==> config.mk <==
export PLATFORM = sky130hd
export DESIGN_NAME = coherence_bus_ctrl_flat
export DESIGN_NICKNAME = d
export VERILOG_FILES = /design/src/rtl/coherence_bus_ctrl_if.sv /design/src/rtl/coherence_bus_ctrl.sv /design/src/flat_wrapper.sv
export SDC_FILE = /design/constraint.sdc
export NUM_CORES = 1
export LEC_CHECK = 0
export CAP_MARGIN = 40
export CORE_AREA = 2 2 184 186
export CTS_CLUSTER_SIZE = 25
export DETAILED_ROUTE_END_ITERATION = 10
export DIE_AREA = 0 0 186 188
export GPL_TIMING_DRIVEN = 0
export MAX_ROUTING_LAYER = met4
export PLACE_DENSITY_LB_ADDON = 0.08
export SYNTH_ARGS = -nofsm -noshare
export SYNTH_HDL_FRONTEND = slang
export SYNTH_SLANG_ARGS = --single-unit
export TNS_END_PERCENT = 100
==> constraint.sdc <==
create_clock -name CLK -period 2.41 [get_ports CLK]
set_input_delay 0.482 -clock CLK [delete_from_list [all_inputs] [get_ports CLK]]
set_output_delay 0.482 -clock CLK [all_outputs]
set_load 0.005 [all_outputs]
==> src/rtl/coherence_bus_ctrl_if.sv <==
// Cache/RAM side bundle of the two-core coherence bus controller.
// Controller uses the slave modport; caches and RAM model the master.
interface coherence_bus_ctrl_if;
  logic [1:0]       iREN;
  logic [1:0][31:0] iaddr;
  logic [1:0]       iwait;
  logic [31:0]      iload;
  logic [1:0]       dREN;
  logic [1:0]       dWEN;
  logic [1:0][31:0] daddr;
  logic [1:0][31:0] dstore;
  logic [1:0]       dwait;
  logic [1:0][31:0] dload;
  logic [1:0]       cctrans;
  logic [1:0]       ccwrite;
  logic [1:0]       ccwait;
  logic [1:0]       ccinv;
  logic [1:0][31:0] ccsnoopaddr;
  logic             ramREN;
  logic             ramWEN;
  logic [31:0]      ramaddr;
  logic [31:0]      ramstore;
  logic [31:0]      ramload;
  logic             ramwait;

  modport slave (
    input  iREN, iaddr, dREN, dWEN, daddr, dstore,
    input  cctrans, ccwrite, ramload, ramwait,
    output iwait, iload, dwait, dload,
    output ccwait, ccinv, ccsnoopaddr,
    output ramREN, ramWEN, ramaddr, ramstore
  );

  modport master (
    output iREN, iaddr, dREN, dWEN, daddr, dstore,
    output cctrans, ccwrite, ramload, ramwait,
    input  iwait, iload, dwait, dload,
    input  ccwait, ccinv, ccsnoopaddr,
    input  ramREN, ramWEN, ramaddr, ramstore
  );
endinterface

==> src/rtl/coherence_bus_ctrl.sv <==
// Two-core coherence/memory controller: arbitration, snoop, c2c, RAM.
// Optional counters snoop_cnt/c2c_cnt/wb_cnt under macro COH_STATS_EN.
module coherence_bus_ctrl #(
  parameter int   SNOOP_LAT = 2,
  parameter logic RR_INIT   = 1'b0
) (
  input  logic        CLK,
  input  logic        RST,
  coherence_bus_ctrl_if.slave bus
`ifdef COH_STATS_EN
  ,
  output logic [31:0] snoop_cnt,
  output logic [31:0] c2c_cnt,
  output logic [31:0] wb_cnt
`endif
);

  typedef enum logic [3:0] {
    IDLE,
    IFETCH,
    WB0,
    WB1,
    SNOOP,
    C2C0,
    C2C1,
    LD0,
    LD1
  } state_t;

  state_t      state;
  state_t      nstate;
  logic        g;
  logic        ng;
  logic        p;
  logic        rr;
  logic [2:0]  cnt;
  logic [31:0] snp_addr;
  logic        snp_inv;
  logic [1:0]  wb_req;
  logic        last;

  // Tie goes to the round-robin core, otherwise the lone requester.
  function automatic logic pick(
    input logic [1:0] req,
    input logic       pri
  );
    if (&req) return pri;
    return req[1];
  endfunction

  assign p      = ~g;
  assign wb_req = bus.dWEN & ~bus.cctrans;
  assign last   = (cnt == 3'(SNOOP_LAT - 1));

  // State, grant, priority and snoop-latch registers.
  always_ff @(posedge CLK) begin
    if (RST) begin
      state    <= IDLE;
      g        <= 1'b0;
      rr       <= RR_INIT;
      cnt      <= 3'd0;
      snp_addr <= 32'd0;
      snp_inv  <= 1'b0;
    end else begin
      state <= nstate;
      g     <= ng;
      if (state != IDLE && nstate == IDLE)
        rr <= ~g;
      if (state == SNOOP)
        cnt <= cnt + 3'd1;
      else
        cnt <= 3'd0;
      if (state == IDLE && nstate == SNOOP) begin
        snp_addr <= bus.daddr[ng];
        snp_inv  <= bus.ccwrite[ng];
      end
    end
  end

  // Next-state decode and all bus outputs for the current state.
  always_comb begin
    nstate          = state;
    ng              = g;
    bus.iwait       = bus.iREN;
    bus.dwait       = bus.dREN | bus.dWEN;
    bus.iload       = 32'd0;
    bus.dload       = '0;
    bus.ccwait      = 2'b00;
    bus.ccinv       = 2'b00;
    bus.ccsnoopaddr = '0;
    bus.ramREN      = 1'b0;
    bus.ramWEN      = 1'b0;
    bus.ramaddr     = 32'd0;
    bus.ramstore    = 32'd0;
    case (state)
      IDLE: begin
        if (|wb_req) begin
          ng     = pick(wb_req, rr);
          nstate = WB0;
        end else if (|bus.cctrans) begin
          ng     = pick(bus.cctrans, rr);
          nstate = SNOOP;
        end else if (|bus.iREN) begin
          ng     = pick(bus.iREN, rr);
          nstate = IFETCH;
        end
      end
      IFETCH: begin
        bus.ramREN   = 1'b1;
        bus.ramaddr  = bus.iaddr[g];
        bus.iload    = bus.ramload;
        bus.iwait[g] = bus.ramwait;
        if (!bus.ramwait)
          nstate = IDLE;
      end
      WB0, WB1: begin
        bus.ramWEN   = 1'b1;
        bus.ramaddr  = bus.daddr[g];
        bus.ramstore = bus.dstore[g];
        bus.dwait[g] = bus.ramwait;
        if (!bus.ramwait)
          nstate = (state == WB0) ? WB1 : IDLE;
      end
      SNOOP: begin
        bus.ccwait[p]      = 1'b1;
        bus.ccsnoopaddr[p] = snp_addr;
        bus.ccinv[p]       = snp_inv;
        if (last) begin
          if (bus.ccwrite[p]) begin
            nstate = C2C0;
          end else if (bus.dREN[g]) begin
            nstate = LD0;
          end else begin
            nstate       = IDLE;
            bus.dwait[g] = 1'b0;
          end
        end
      end
      C2C0, C2C1: begin
        bus.ccwait[p] = 1'b1;
        bus.ramWEN    = 1'b1;
        bus.ramaddr   = bus.daddr[p];
        bus.ramstore  = bus.dstore[p];
        bus.dload[g]  = bus.dstore[p];
        bus.dwait[p]  = bus.ramwait;
        bus.dwait[g]  = bus.ramwait;
        if (!bus.ramwait)
          nstate = (state == C2C0) ? C2C1 : IDLE;
      end
      LD0, LD1: begin
        bus.ramREN   = 1'b1;
        bus.ramaddr  = bus.daddr[g];
        bus.dload[g] = bus.ramload;
        bus.dwait[g] = bus.ramwait;
        if (!bus.ramwait)
          nstate = (state == LD0) ? LD1 : IDLE;
      end
      default: nstate = IDLE;
    endcase
  end

`ifdef COH_STATS_EN
  // Event counters: snoop entries, completed c2c lines, completed writebacks.
  always_ff @(posedge CLK) begin
    if (RST) begin
      snoop_cnt <= 32'd0;
      c2c_cnt   <= 32'd0;
      wb_cnt    <= 32'd0;
    end else begin
      if (state == IDLE && nstate == SNOOP)
        snoop_cnt <= snoop_cnt + 32'd1;
      if (state == C2C1 && !bus.ramwait)
        c2c_cnt <= c2c_cnt + 32'd1;
      if (state == WB1 && !bus.ramwait)
        wb_cnt <= wb_cnt + 32'd1;
    end
  end
`endif

endmodule

==> src/flat_wrapper.sv <==
// flat-port wrapper written by rule: the top's interface ports become plain ports
module coherence_bus_ctrl_flat 
#(
  parameter int   SNOOP_LAT = 2,
  parameter logic RR_INIT   = 1'b0
)
  (CLK, RST, bus_iREN, bus_iaddr, bus_dREN, bus_dWEN, bus_daddr, bus_dstore, bus_cctrans, bus_ccwrite, bus_ramload, bus_ramwait, bus_iwait, bus_iload, bus_dwait, bus_dload, bus_ccwait, bus_ccinv, bus_ccsnoopaddr, bus_ramREN, bus_ramWEN, bus_ramaddr, bus_ramstore);
  coherence_bus_ctrl_if bus_i ();
  input  logic CLK;
  input  logic RST;
  input wire logic [$bits(bus_i.iREN)-1:0] bus_iREN;
  input wire logic [$bits(bus_i.iaddr)-1:0] bus_iaddr;
  input wire logic [$bits(bus_i.dREN)-1:0] bus_dREN;
  input wire logic [$bits(bus_i.dWEN)-1:0] bus_dWEN;
  input wire logic [$bits(bus_i.daddr)-1:0] bus_daddr;
  input wire logic [$bits(bus_i.dstore)-1:0] bus_dstore;
  input wire logic [$bits(bus_i.cctrans)-1:0] bus_cctrans;
  input wire logic [$bits(bus_i.ccwrite)-1:0] bus_ccwrite;
  input wire logic [$bits(bus_i.ramload)-1:0] bus_ramload;
  input wire logic [$bits(bus_i.ramwait)-1:0] bus_ramwait;
  output wire logic [$bits(bus_i.iwait)-1:0] bus_iwait;
  output wire logic [$bits(bus_i.iload)-1:0] bus_iload;
  output wire logic [$bits(bus_i.dwait)-1:0] bus_dwait;
  output wire logic [$bits(bus_i.dload)-1:0] bus_dload;
  output wire logic [$bits(bus_i.ccwait)-1:0] bus_ccwait;
  output wire logic [$bits(bus_i.ccinv)-1:0] bus_ccinv;
  output wire logic [$bits(bus_i.ccsnoopaddr)-1:0] bus_ccsnoopaddr;
  output wire logic [$bits(bus_i.ramREN)-1:0] bus_ramREN;
  output wire logic [$bits(bus_i.ramWEN)-1:0] bus_ramWEN;
  output wire logic [$bits(bus_i.ramaddr)-1:0] bus_ramaddr;
  output wire logic [$bits(bus_i.ramstore)-1:0] bus_ramstore;
  assign bus_i.iREN = bus_iREN;
  assign bus_i.iaddr = bus_iaddr;
  assign bus_i.dREN = bus_dREN;
  assign bus_i.dWEN = bus_dWEN;
  assign bus_i.daddr = bus_daddr;
  assign bus_i.dstore = bus_dstore;
  assign bus_i.cctrans = bus_cctrans;
  assign bus_i.ccwrite = bus_ccwrite;
  assign bus_i.ramload = bus_ramload;
  assign bus_i.ramwait = bus_ramwait;
  assign bus_iwait = bus_i.iwait;
  assign bus_iload = bus_i.iload;
  assign bus_dwait = bus_i.dwait;
  assign bus_dload = bus_i.dload;
  assign bus_ccwait = bus_i.ccwait;
  assign bus_ccinv = bus_i.ccinv;
  assign bus_ccsnoopaddr = bus_i.ccsnoopaddr;
  assign bus_ramREN = bus_i.ramREN;
  assign bus_ramWEN = bus_i.ramWEN;
  assign bus_ramaddr = bus_i.ramaddr;
  assign bus_ramstore = bus_i.ramstore;
  coherence_bus_ctrl #(.SNOOP_LAT(SNOOP_LAT), .RR_INIT(RR_INIT)) u_core (.CLK(CLK), .RST(RST), .bus(bus_i));
endmodule
==> flow_metrics.py, run 1 <==
metrics = {
    "logic_synthesis": {
        "synth_top_family_by_area": "compound AO/OA/AOI/OAI gates",
        "syn_inst": 875,
        "syn_area_sq_um": 5754,
        "syn-num-nets": 1114,
        "synth-edff-count": 0,
        "yosys_warnings": 0,
        "synth.area.mux_share_pct": 6.088,
        "synth_fa_ha_area_share_pct": 0.4349,
        "synthFlopType": "dfxtp_1",
        "synthTopCellsByArea": "a221oi_1 (15%), dfxtp_1 (15%), nand2_1 (9.0%)",
        "synth_top_area_cell": "a221oi_1",
        "yosysMostFrequentCell": "nand2_1",
        "synth_top_cell_area_share_pct": 14.76,
        "async_flop_share_pct": 0,
        "ys_ff_latch": 42,
        "avgSynthCellArea_sq_um": 6.576,
        "synth_commonest_cells": "nand2_1 (138), a221oi_1 (97), a21oi_1 (77)",
        "yosysUniqueCellTypes": 40,
        "synth-simple-area-share_pct": 29.38,
        "synth_compound_area_share_pct": 39.57,
        "synth_xor_area_share_pct": 0.3044,
        "seq_area_frac_synth_pct": 14.61,
    },
    "sta": {
        "slew_headroom_pct": 44.76,
        "fin_crit_sh_pct": 111.5,
        "tns_ps": -16380,
        "worst_slack_ps": -278.1,
        "fmax_mhz": 372.0,
        "setup_viol": 123,
        "rsz0062_at_grt": "yes",
        "drv_slew": 0,
        "final.min_clock_period_ps": 2688,
        "skew_ps": 6.367,
        "finalHoldViolCount": 0,
        "tightest_slew_ps": 828.7,
    },
    "worst_hold_path": {
        "min_path_cells": 1,
        "hp-class": "reg2reg",
    },
    "floorplan": {
        "die_y_um": 188,
        "start_util_pct": 17.38,
        "die_w_um": 186,
        "floorplan.rows": 67,
        "core_area_sq_um": 33110,
        "die-area_sq_um": 34970,
        "pin_count": 471,
    },
    "finish": {
        "instances_no_fill": 1888,
        "fin_nets": 1675,
        "nFillCells": 3530,
        "drive_above_1_share_pct": 43.08,
        "area_delta_synth_final_pct": 133.6,
    },
    "clock_tree": {
        "cts_tree": "built",
        "insertion_delay_ps": 300,
        "clock_path_buffers": 2,
        "cts_max_level": 2,
        "cts_hold_buf": 0,
        "cts.sinks": 42,
        "clk_pin_slew_worst_paths_ps": 70,
        "cts_root_buf": "clkbuf_16",
        "cts_buffers": 5,
    },
    "critical_path": {
        "worst_ep_arrival_time_ps": 2210,
        "start_kind": "register",
        "required_ps": 1930,
        "worstPathMaxFanout": 7,
        "worstSetupPathType": "reg2out",
        "endpoint_kind": "output port",
        "rr_worst_depth": 9,
    },
    "power": {
        "power.leakage_nw": 5.741,
        "switchingPower_mw": 2.922,
        "combPwrFrac_pct": 72.8,
        "power.density_nw_per_um2": 477.7,
        "power_frac_seq_pct": 14.1,
        "clockPowerShare_pct": 13.1,
        "p_int_mw": 3.498,
        "power_mw": 6.420,
        "ir_drop_uv": 280.4,
        "netSwitchingFraction_pct": 45.51,
    },
    "job": {
        "max_cap_violations": 0,
    },
    "grt": {
        "antenna_found_initial": 3,
        "grt_max_degree": 15,
        "grt_pass1_wl_um": 66540,
        "overflow": 0,
        "grt_usage_pct": 26.29,
        "grt_pass1_vias": 9980,
    },
    "drt": {
        "wl_um": 47400,
        "first_pass_iters": 5,
        "drc_errors": 0,
        "num_vias": 9751,
        "post_drt_wl_per_cell_um": 25.10,
        "final_antenna_net_count": 0,
        "viasPerCell": 5.165,
        "dr.first_iter.drc_count": 456,
    },
    "outcome": {
        "violations": "negative setup slack",
        "status": "complete, but fails checks",
    },
    "placed_design": {
        "port-buffer-count": 469,
        "dp_cells": 1793,
        "hpwl_um": 36300,
        "gp_congestion": 0.8752,
    },
}
==> critical path, stage by stage, from the launching register on <==
cell and delay (ps):
dfxtp_4 370, or4b_4 590, o21ai_4 120, buf_8 170
buf_8 140, clkbuf_16 150, a221oi_1 70, o22ai_1 150
buf_2 140
==> final cells by class <==
class	count	area, sq um	share of cell area [%]
Clock buffer	5	125.1	0.9310
Antenna cell	3	7.507	0.05586
Timing Repair Buffer	562	5135	38.21
Buffer	102	1008	7.504
Tap cell	448	560.5	4.171
Multi-Input combinational cell	715	5673	42.21
Clock inverter	3	43.79	0.3259
Sequential cell	42	853.3	6.350
Inverter	8	32.53	0.2421
==> placed cells by master, fill, tap and decap left out, types with 36 or more instances in the layout <==
cell type,Yosys,layout
a21oi_2,1,60
clkbuf_2,0,62
dfxtp_1,42,38
and3_1,70,42
nand2_1,138,92
o21ai_0,39,37
buf_6,6,61
buf_2,25,141
a221oi_2,0,48
nor2_1,42,41
nand3_1,37,36
buf_4,9,37
clkdlybuf4s50_1,0,235
a221oi_1,97,45
==> power by group through the flow <==
stage                     combinational (mW)  clock, mW  sequential (mW)
after floorplan                         1.74          0            0.865
after global placement                  3.90          0            0.906
after detailed placement                3.91          0            0.908
after CTS                               4.30      0.851            0.899
after global routing                    4.98      0.874            0.916
final                                   4.67      0.841            0.906
==> per-layer routing <==
layer / wire length (um) / global-route usage [%] / part of all wire [%] / vias up
met1: 17860 / 28.41 / 38 / 4690
li1: - / - / - / 4514
met5: 0 / - / 0 / -
met3: 3554 / 5.749 / 7.5 / 77
met4: 1666 / 8.692 / 3.5 / 0
met2: 24320 / 47.14 / 51 / 470
==> flip-flops by register name, indices dropped and copies added (netlist names) <==
| signal | count |
|---|---|
| u_core.snp_inv | 1 |
| u_core.cnt | 3 |
| u_core.state | 4 |
| u_core.g | 1 |
| u_core.rr | 1 |
| u_core.snp_addr | 32 |
==> logic make-up (layout without fill, tap and decap cells) <==
| family | after synthesis | after routing |
|---|---|---|
| xor+xnor | 2 | 2 |
| compound gates | 330 | 330 |
| buf+inv | 118 | 680 |
| simple gates | 346 | 346 |
| mux | 35 | 35 |
| flops | 42 | 42 |
| fa+ha+maj | 2 | 2 |
| other cells | 0 | 3 |
==> stage by stage <==
step           instance area, sq um  setup slack, ps  utilization, %  hold WS, ps
3_5_place_dp                  11020            -1075           33.29        446.3
2_1_floorplan                  5754            345.8               -        421.5
4_1_cts                       12570           -298.9           37.95        462.8
5_1_grt                       13440           -351.5           40.59        485.3
6_report                      13440           -278.1           40.59        458.9
3_3_place_gp                  11010            -1057           33.25        440.3
==> worst paths after layout <==
check / from / to / slack, ps
hold reg to reg: u_core.cnt[0] / u_core.cnt[0] / 460
setup reg to reg: u_core.state[2] / u_core.snp_addr[25] / 140
setup / recovery: u_core.state[0] / bus_ramaddr[17] / -280
hold / removal: u_core.cnt[0] / u_core.cnt[0] / 460
==> timing repair <==
| item | 4_1_cts | 5_1_grt |
|---|---|---|
| endpoints found under the setup margin | 263 | 232 |
| buffers inserted | 49 | 28 |
| gates cloned | 10 | 7 |
| pin swaps | 88 | 78 |
| gates resized for setup | 1050 | 336 |
(Power assumes the default switching activity.)
==> inputs of run 2 (changes only) <==
Settings changed: CELL_PAD_IN_SITES_DETAIL_PLACEMENT set to 1, CELL_PAD_IN_SITES_GLOBAL_PLACEMENT set to 1.
==> run 2 against run 1 <==
Net effect:
- the run still ends with negative setup slack left
- global-route usage is 1.3 points higher
- clock power decreased by 11%
- setup slack got worse by 81 ps
- register-to-register slack gained 80 ps
- core utilization rose by 0.65 points
- final cell count up 1.7%
- first-iteration DRC count decreased by 14%
- count of clock-buffer cells in the layout rose by 1
- critical path type unchanged
- critical endpoint is now bus_ramaddr[13]
- largest power group unchanged
==> flow_metrics.py, run 2 (same netlist as run 1, synthesis figures left out) <==
metrics = {
    "drt": {
        "wl_um": 50020,
        "final_antenna_net_count": 0,
        "num_vias": 9851,
        "dr.first_iter.drc_count": 391,
        "drc_errors": 0,
        "post_drt_wl_per_cell_um": 26.04,
        "viasPerCell": 5.128,
        "first_pass_iters": 5,
    },
    "critical_path": {
        "cp-endpoint": "bus_ramaddr[13]",
        "reg2reg_slack_ps": 220,
        "endpoint_kind": "output port",
        "worstSetupPathType": "reg2out",
        "cpPeakStageDelay_ps": 580,
        "worstPathMaxFanout": 7,
        "start_kind": "register",
        "required_ps": 1930,
        "reg2reg_from": "u_core.state[0]",
        "critPathBufInv": 6,
        "reg2reg_to": "u_core.snp_addr[23]",
        "worst_ep_arrival_time_ps": 2290,
        "crit_cells": 10,
        "startpoint": "u_core.state[2]",
        "cpMostUsedCell": "buf_12",
        "rr_worst_depth": 8,
        "crit_family": "buffers and inverters",
        "slowest_stage": "or4b_4",
        "cp_cell_sequence": "or4b_4 -> o21ai_4 -> buf_8 -> buf_12 -> buf_12 -> buf_12 -> buf_4 -> a221oi_2 -> o22ai_2 -> buf_2",
    },
    "sta": {
        "skew_ps": 4.345,
        "tns_ps": -31370,
        "setup_viol": 199,
        "slew_headroom_pct": 40.14,
        "tightest_slew_ps": 897.9,
        "rsz0062_at_grt": "yes",
        "final.min_clock_period_ps": 2769,
        "fin_crit_sh_pct": 114.9,
        "worst_slack_ps": -359.1,
        "fmax_mhz": 361.1,
        "drv_slew": 0,
        "finalHoldViolCount": 0,
    },
    "finish": {
        "final_cell_mix": "clkdlybuf4s50_1 (235), buf_2 (157), nand2_1 (95)",
        "largest-register": "u_core.snp_addr",
        "fin_nets": 1706,
        "area_delta_synth_final_pct": 137.3,
        "top_regs": "u_core.snp_addr (32), u_core.state (4), u_core.cnt (3)",
        "drive_above_1_share_pct": 43.94,
        "design_area_sq_um": 13650,
        "largest_reg_flops": 32,
        "final_common_cell": "clkdlybuf4s50_1",
    },
    "placed_design": {
        "gp_congestion": 0.8433,
        "port-buffer-count": 469,
        "place_area_sq_um": 11010,
        "hpwl_um": 37670,
        "place_ws_ps": -1134,
    },
    "clock_tree": {
        "cts_root_buf": "clkbuf_16",
        "cts_max_level": 2,
        "insertion_delay_ps": 300,
        "cts_tree": "built",
        "cts_buffers": 5,
        "clk_pin_slew_worst_paths_ps": 70,
        "cts.sinks": 42,
        "clock_path_buffers": 2,
    },
    "floorplan": {
        "die_y_um": 188,
        "core_area_sq_um": 33110,
        "start_util_pct": 17.38,
        "die-area_sq_um": 34970,
        "die_w_um": 186,
        "floorplan.rows": 67,
        "pin_count": 471,
    },
    "worst_hold_path": {
        "min-delay-start": "u_core.cnt[0]",
        "hp-class": "reg2reg",
    },
    "power": {
        "power_mw": 6.515,
        "ir_drop_uv": 254.8,
        "power.density_nw_per_um2": 477.2,
        "power.leakage_nw": 5.885,
    },
    "outcome": {
        "status": "complete, but fails checks",
        "violations": "negative setup slack",
    },
    "job": {
        "max_cap_violations": 0,
    },
    "grt": {
        "grt_pass1_wl_um": 70250,
        "overflow": 0,
        "grt_max_degree": 14,
        "grt_pass1_vias": 10380,
        "grt_usage_pct": 27.58,
        "antenna_found_initial": 6,
    },
}
==> run 2: cell types whose count changed in the layout (fill, tap and decap cells not counted), moves of 13 or more <==
cell	before	now
clkbuf_2	62	44
buf_6	61	42
clkdlybuf4s15_2	1	23
buf_4	37	65
a221oi_1	45	30
buf_2	141	157
and3_4	28	15
and3_1	42	55
a221oi_2	48	63
==> run 2: repair_timing <==
action                                  4_1_cts  5_1_grt
pin swaps                                    54       89
hold buffers                                  0        0
gates resized for setup                     979      372
setup buffers                                78       25
endpoints found under the setup margin      248      236
cloned                                       14        5
==> run 2: power breakdown <==
part           switching [mW]  leakage (nW)  internal, mW
clock network           0.333        0.0729         0.412
logic                    2.55          5.46          2.31
registers               0.106         0.348         0.804
==> run 2: routing by layer <==
metal	track usage (%)	part of all wire, %	up-vias
met5	-	0	-
met4	4.755	2.1	0
met3	6.623	6.7	51
met2	50.09	51	351
met1	30.62	40	4868
li1	-	-	4581
==> run 2: worst min path at each step <==
stage          depth (start not counted)  slack, ps             to
2_1_floorplan                          1        420  u_core.cnt[0]
3_3_place_gp                           1        440  u_core.cnt[0]
3_5_place_dp                           1        460  u_core.cnt[0]
4_1_cts                                1        480  u_core.cnt[0]
5_1_grt                                1        450  u_core.cnt[0]
6_report                               1        430  u_core.cnt[0]
==> run 2: per-stage QoR <==
| step | std cells | util [%] | hold WS, ps |
|---|---|---|---|
| 6_report | 1921 | 41.23 | 432.7 |
| 5_1_grt | 1921 | 41.23 | 454.6 |
| 4_1_cts | 1891 | 37.97 | 481.0 |
| 3_5_place_dp | 1792 | 33.25 | 463.7 |
| 3_3_place_gp | 1792 | 33.25 | 439.8 |
| 2_1_floorplan | 875 | - | 421.5 |
==> run 2: layout make-up <==
| type | count | area [sq um] |
|---|---|---|
| Multi-Input combinational cell | 716 | 5663 |
| Sequential cell | 42 | 850.8 |
| Tap cell | 448 | 560.5 |
| Fill cell | 3910 | 19460 |
| Inverter | 8 | 32.53 |
| Buffer | 106 | 1059 |
| Antenna cell | 5 | 12.51 |
| Clock buffer | 6 | 138.9 |
| Timing Repair Buffer | 588 | 5324 |
| Clock inverter | 2 | 12.51 |
==> inputs of run 3 (changes only) <==
Settings changed: CAP_MARGIN 40 to 20, PLACE_DENSITY set to 0.66, PLACE_DENSITY_LB_ADDON 0.08 to unset.
Clock period 2.41 ns to 2.8 ns, I/O delays scaled along.
==> run 3 against run 2 <==
Net effect:
- the run still ends with negative setup slack left
- via count is 2.6% lower
- register-to-register slack better by 420 ps
- global-route usage is 1.0 points lower
- hold slack got worse by 9.3 ps
- clock skew grew 2.8 ps
- total power is 22% lower
- count of clock-buffer cells in the layout down 1
- non-clock buffer count shrank 69
- critical path depth decreased by 1
- sequential share of layout area increased by 0.72 points
- highest routed layer unchanged
==> flow_metrics.py, run 3 (same netlist as run 1, synthesis figures left out) <==
metrics = {
    "outcome": {
        "status": "complete, but fails checks",
        "violations": "negative setup slack",
    },
    "critical_path": {
        "reg2reg_slack_ps": 640,
        "worst_ep_arrival_time_ps": 2290,
        "reg2reg_to": "u_core.snp_addr[31]",
        "reg2reg_from": "u_core.state[0]",
        "worstPathMaxFanout": 6,
        "rr_worst_depth": 7,
        "required_ps": 2240,
        "cp_cell_sequence": "or4b_4 -> o21ai_4 -> buf_8 -> buf_8 -> buf_12 -> buf_8 -> a221oi_2 -> o22ai_1 -> buf_2",
        "slowest_stage": "or4b_4",
        "cpMostUsedCell": "buf_8",
        "cpPeakStageDelay_ps": 600,
        "start_kind": "register",
        "worstSetupPathType": "reg2out",
        "endpoint_kind": "output port",
    },
    "sta": {
        "hold-worst-slack_ps": 423.4,
        "tns_ps": -144.6,
        "final.min_clock_period_ps": 2851,
        "fin_crit_sh_pct": 101.8,
        "finalHoldViolCount": 0,
        "setup_viol": 6,
        "worst_slack_ps": -50.81,
        "skew_ps": 7.161,
        "rsz0062_at_grt": "yes",
        "fmax_mhz": 350.8,
        "tightest_slew_ps": 816.6,
        "slew_headroom_pct": 45.56,
        "drv_slew": 0,
    },
    "grt": {
        "overflow": 0,
        "grt_pass1_wl_um": 67630,
        "grt_pass1_vias": 10180,
        "grt_max_degree": 15,
        "grt_usage_pct": 26.58,
        "antenna_found_initial": 1,
    },
    "drt": {
        "num_vias": 9592,
        "dr.first_iter.drc_count": 466,
        "final_antenna_net_count": 0,
        "wl_met3_um": 3537,
        "wl_met2_um": 24560,
        "wl_met1_um": 17870,
        "drc_errors": 0,
        "post_drt_wl_per_cell_um": 25.68,
        "wl_um": 47430,
        "viasPerCell": 5.193,
        "first_pass_iters": 5,
        "highest_layer": "met4",
    },
    "placed_design": {
        "gp_congestion": 0.8928,
        "place_area_sq_um": 11010,
        "hpwl_um": 37970,
        "dp_cells": 1792,
        "port-buffer-count": 469,
    },
    "finish": {
        "largest-register": "u_core.snp_addr",
        "fin_nets": 1636,
        "design_area_sq_um": 12230,
        "nFillCells": 4032,
        "final_cell_mix": "clkdlybuf4s50_1 (296), nand2_1 (132), dlygate4sd2_1 (73)",
        "largest_reg_flops": 32,
        "instances_no_fill": 1847,
        "final_common_cell": "clkdlybuf4s50_1",
        "area_delta_synth_final_pct": 112.6,
        "post-route-util_pct": 36.94,
        "drive_above_1_share_pct": 21.39,
        "top_regs": "u_core.snp_addr (32), u_core.state (4), u_core.cnt (3)",
    },
    "floorplan": {
        "floorplan.rows": 67,
        "die_y_um": 188,
        "die_w_um": 186,
        "start_util_pct": 17.38,
        "core_area_sq_um": 33110,
        "die-area_sq_um": 34970,
        "pin_count": 471,
    },
    "power": {
        "power.leakage_nw": 5.347,
        "netSwitchingFraction_pct": 46.78,
        "clockPowerShare_pct": 12.2,
        "power_frac_seq_pct": 15.5,
        "switchingPower_mw": 2.366,
        "power.density_nw_per_um2": 413.4,
        "ir_drop_uv": 287.8,
        "combPwrFrac_pct": 72.3,
        "p_int_mw": 2.691,
    },
    "clock_tree": {
        "insertion_delay_ps": 290,
        "cts_root_buf": "clkbuf_16",
        "clk_pin_slew_worst_paths_ps": 70,
        "cts_max_level": 2,
        "clock_path_buffers": 2,
        "cts_tree": "built",
        "cts_buffers": 5,
        "cts.sinks": 42,
    },
    "job": {
        "max_cap_violations": 0,
    },
    "worst_hold_path": {
        "min-delay-start": "u_core.cnt[0]",
        "min_path_cells": 1,
        "hold-path-endpoint": "u_core.cnt[0]",
        "hp-class": "reg2reg",
    },
}
## run 3: changes by cell type in the layout (fill, tap and decap cells not counted), sizes merged, moves of 2 or more
| cell | change |
|---|---|
| clkdlybuf4s50 | +61 |
| diode | -4 |
| bufbuf | -2 |
| buf | -185 |
| dlygate4sd2 | +47 |
| clkbuf | -8 |
| dlymetal6s2s | +22 |
| clkdlybuf4s15 | -5 |
## run 3: power by group through the flow
stage / combinational [mW] / clock, mW / sequential [mW]
after floorplan: 1.50 / 0 / 0.744
after global placement: 3.37 / 0 / 0.782
after detailed placement: 3.40 / 0 / 0.784
after CTS: 3.57 / 0.609 / 0.777
after global routing: 3.91 / 0.635 / 0.792
final: 3.66 / 0.616 / 0.783
## run 3: how the worst max path moves through the flow
stage                          from                  end
global placement    u_core.state[2]  bus_ccsnoopaddr[62]
floorplan            bus_ccwrite[1]         bus_dwait[0]
detailed placement  u_core.state[2]  bus_ccsnoopaddr[62]
finish              u_core.state[1]      bus_ramaddr[17]
CTS                 u_core.state[0]      bus_ramstore[4]
global route        u_core.state[1]      bus_ramaddr[17]
## run 3: what timing repair did
item / in CTS / in global routing
endpoints found under the setup margin: 232 / 182
pin swaps: 34 / 44
hold buffers: 0 / 0
buffers inserted: 31 / 18
gates resized for setup: 436 / 187
gates cloned: 3 / 0
## run 3: layout make-up
class | instances | area (sq um) | share of cell area [%]
buffer | 108 | 868.3 | 7.098
sequential | 42 | 850.8 | 6.955
inverter | 8 | 32.53 | 0.2659
clock inverter | 3 | 21.27 | 0.1739
antenna | 1 | 2.502 | 0.02046
multi-input combinational | 715 | 4882 | 39.91
clock buffer | 5 | 125.1 | 1.023
timing repair buffer | 517 | 4890 | 39.97
tap | 448 | 560.5 | 4.582
## run 3: through the flow
stage	worst slack, ps	total power, mW
2_1_floorplan	636.9	2.243
4_1_cts	-117.7	4.961
5_1_grt	-129.2	5.334
6_report	-50.81	5.057
3_3_place_gp	-758.7	4.157
3_5_place_dp	-770.9	4.180
## run 3: layer usage
metal  vias up  global-route usage (%)
met3        59                   5.652
li1       4423                       -
met1      4686                   28.52
met2       424                   48.90
met5         -                       -
met4         0                   6.935
## run 3: worst max-delay path, delay by kind of cell (launching register included)
family	cells	cell delay, ps
AND/OR/NAND/NOR	1	600
buffers and inverters	5	660
AO/OA/AOI/OAI	3	340
flip-flops	1	380
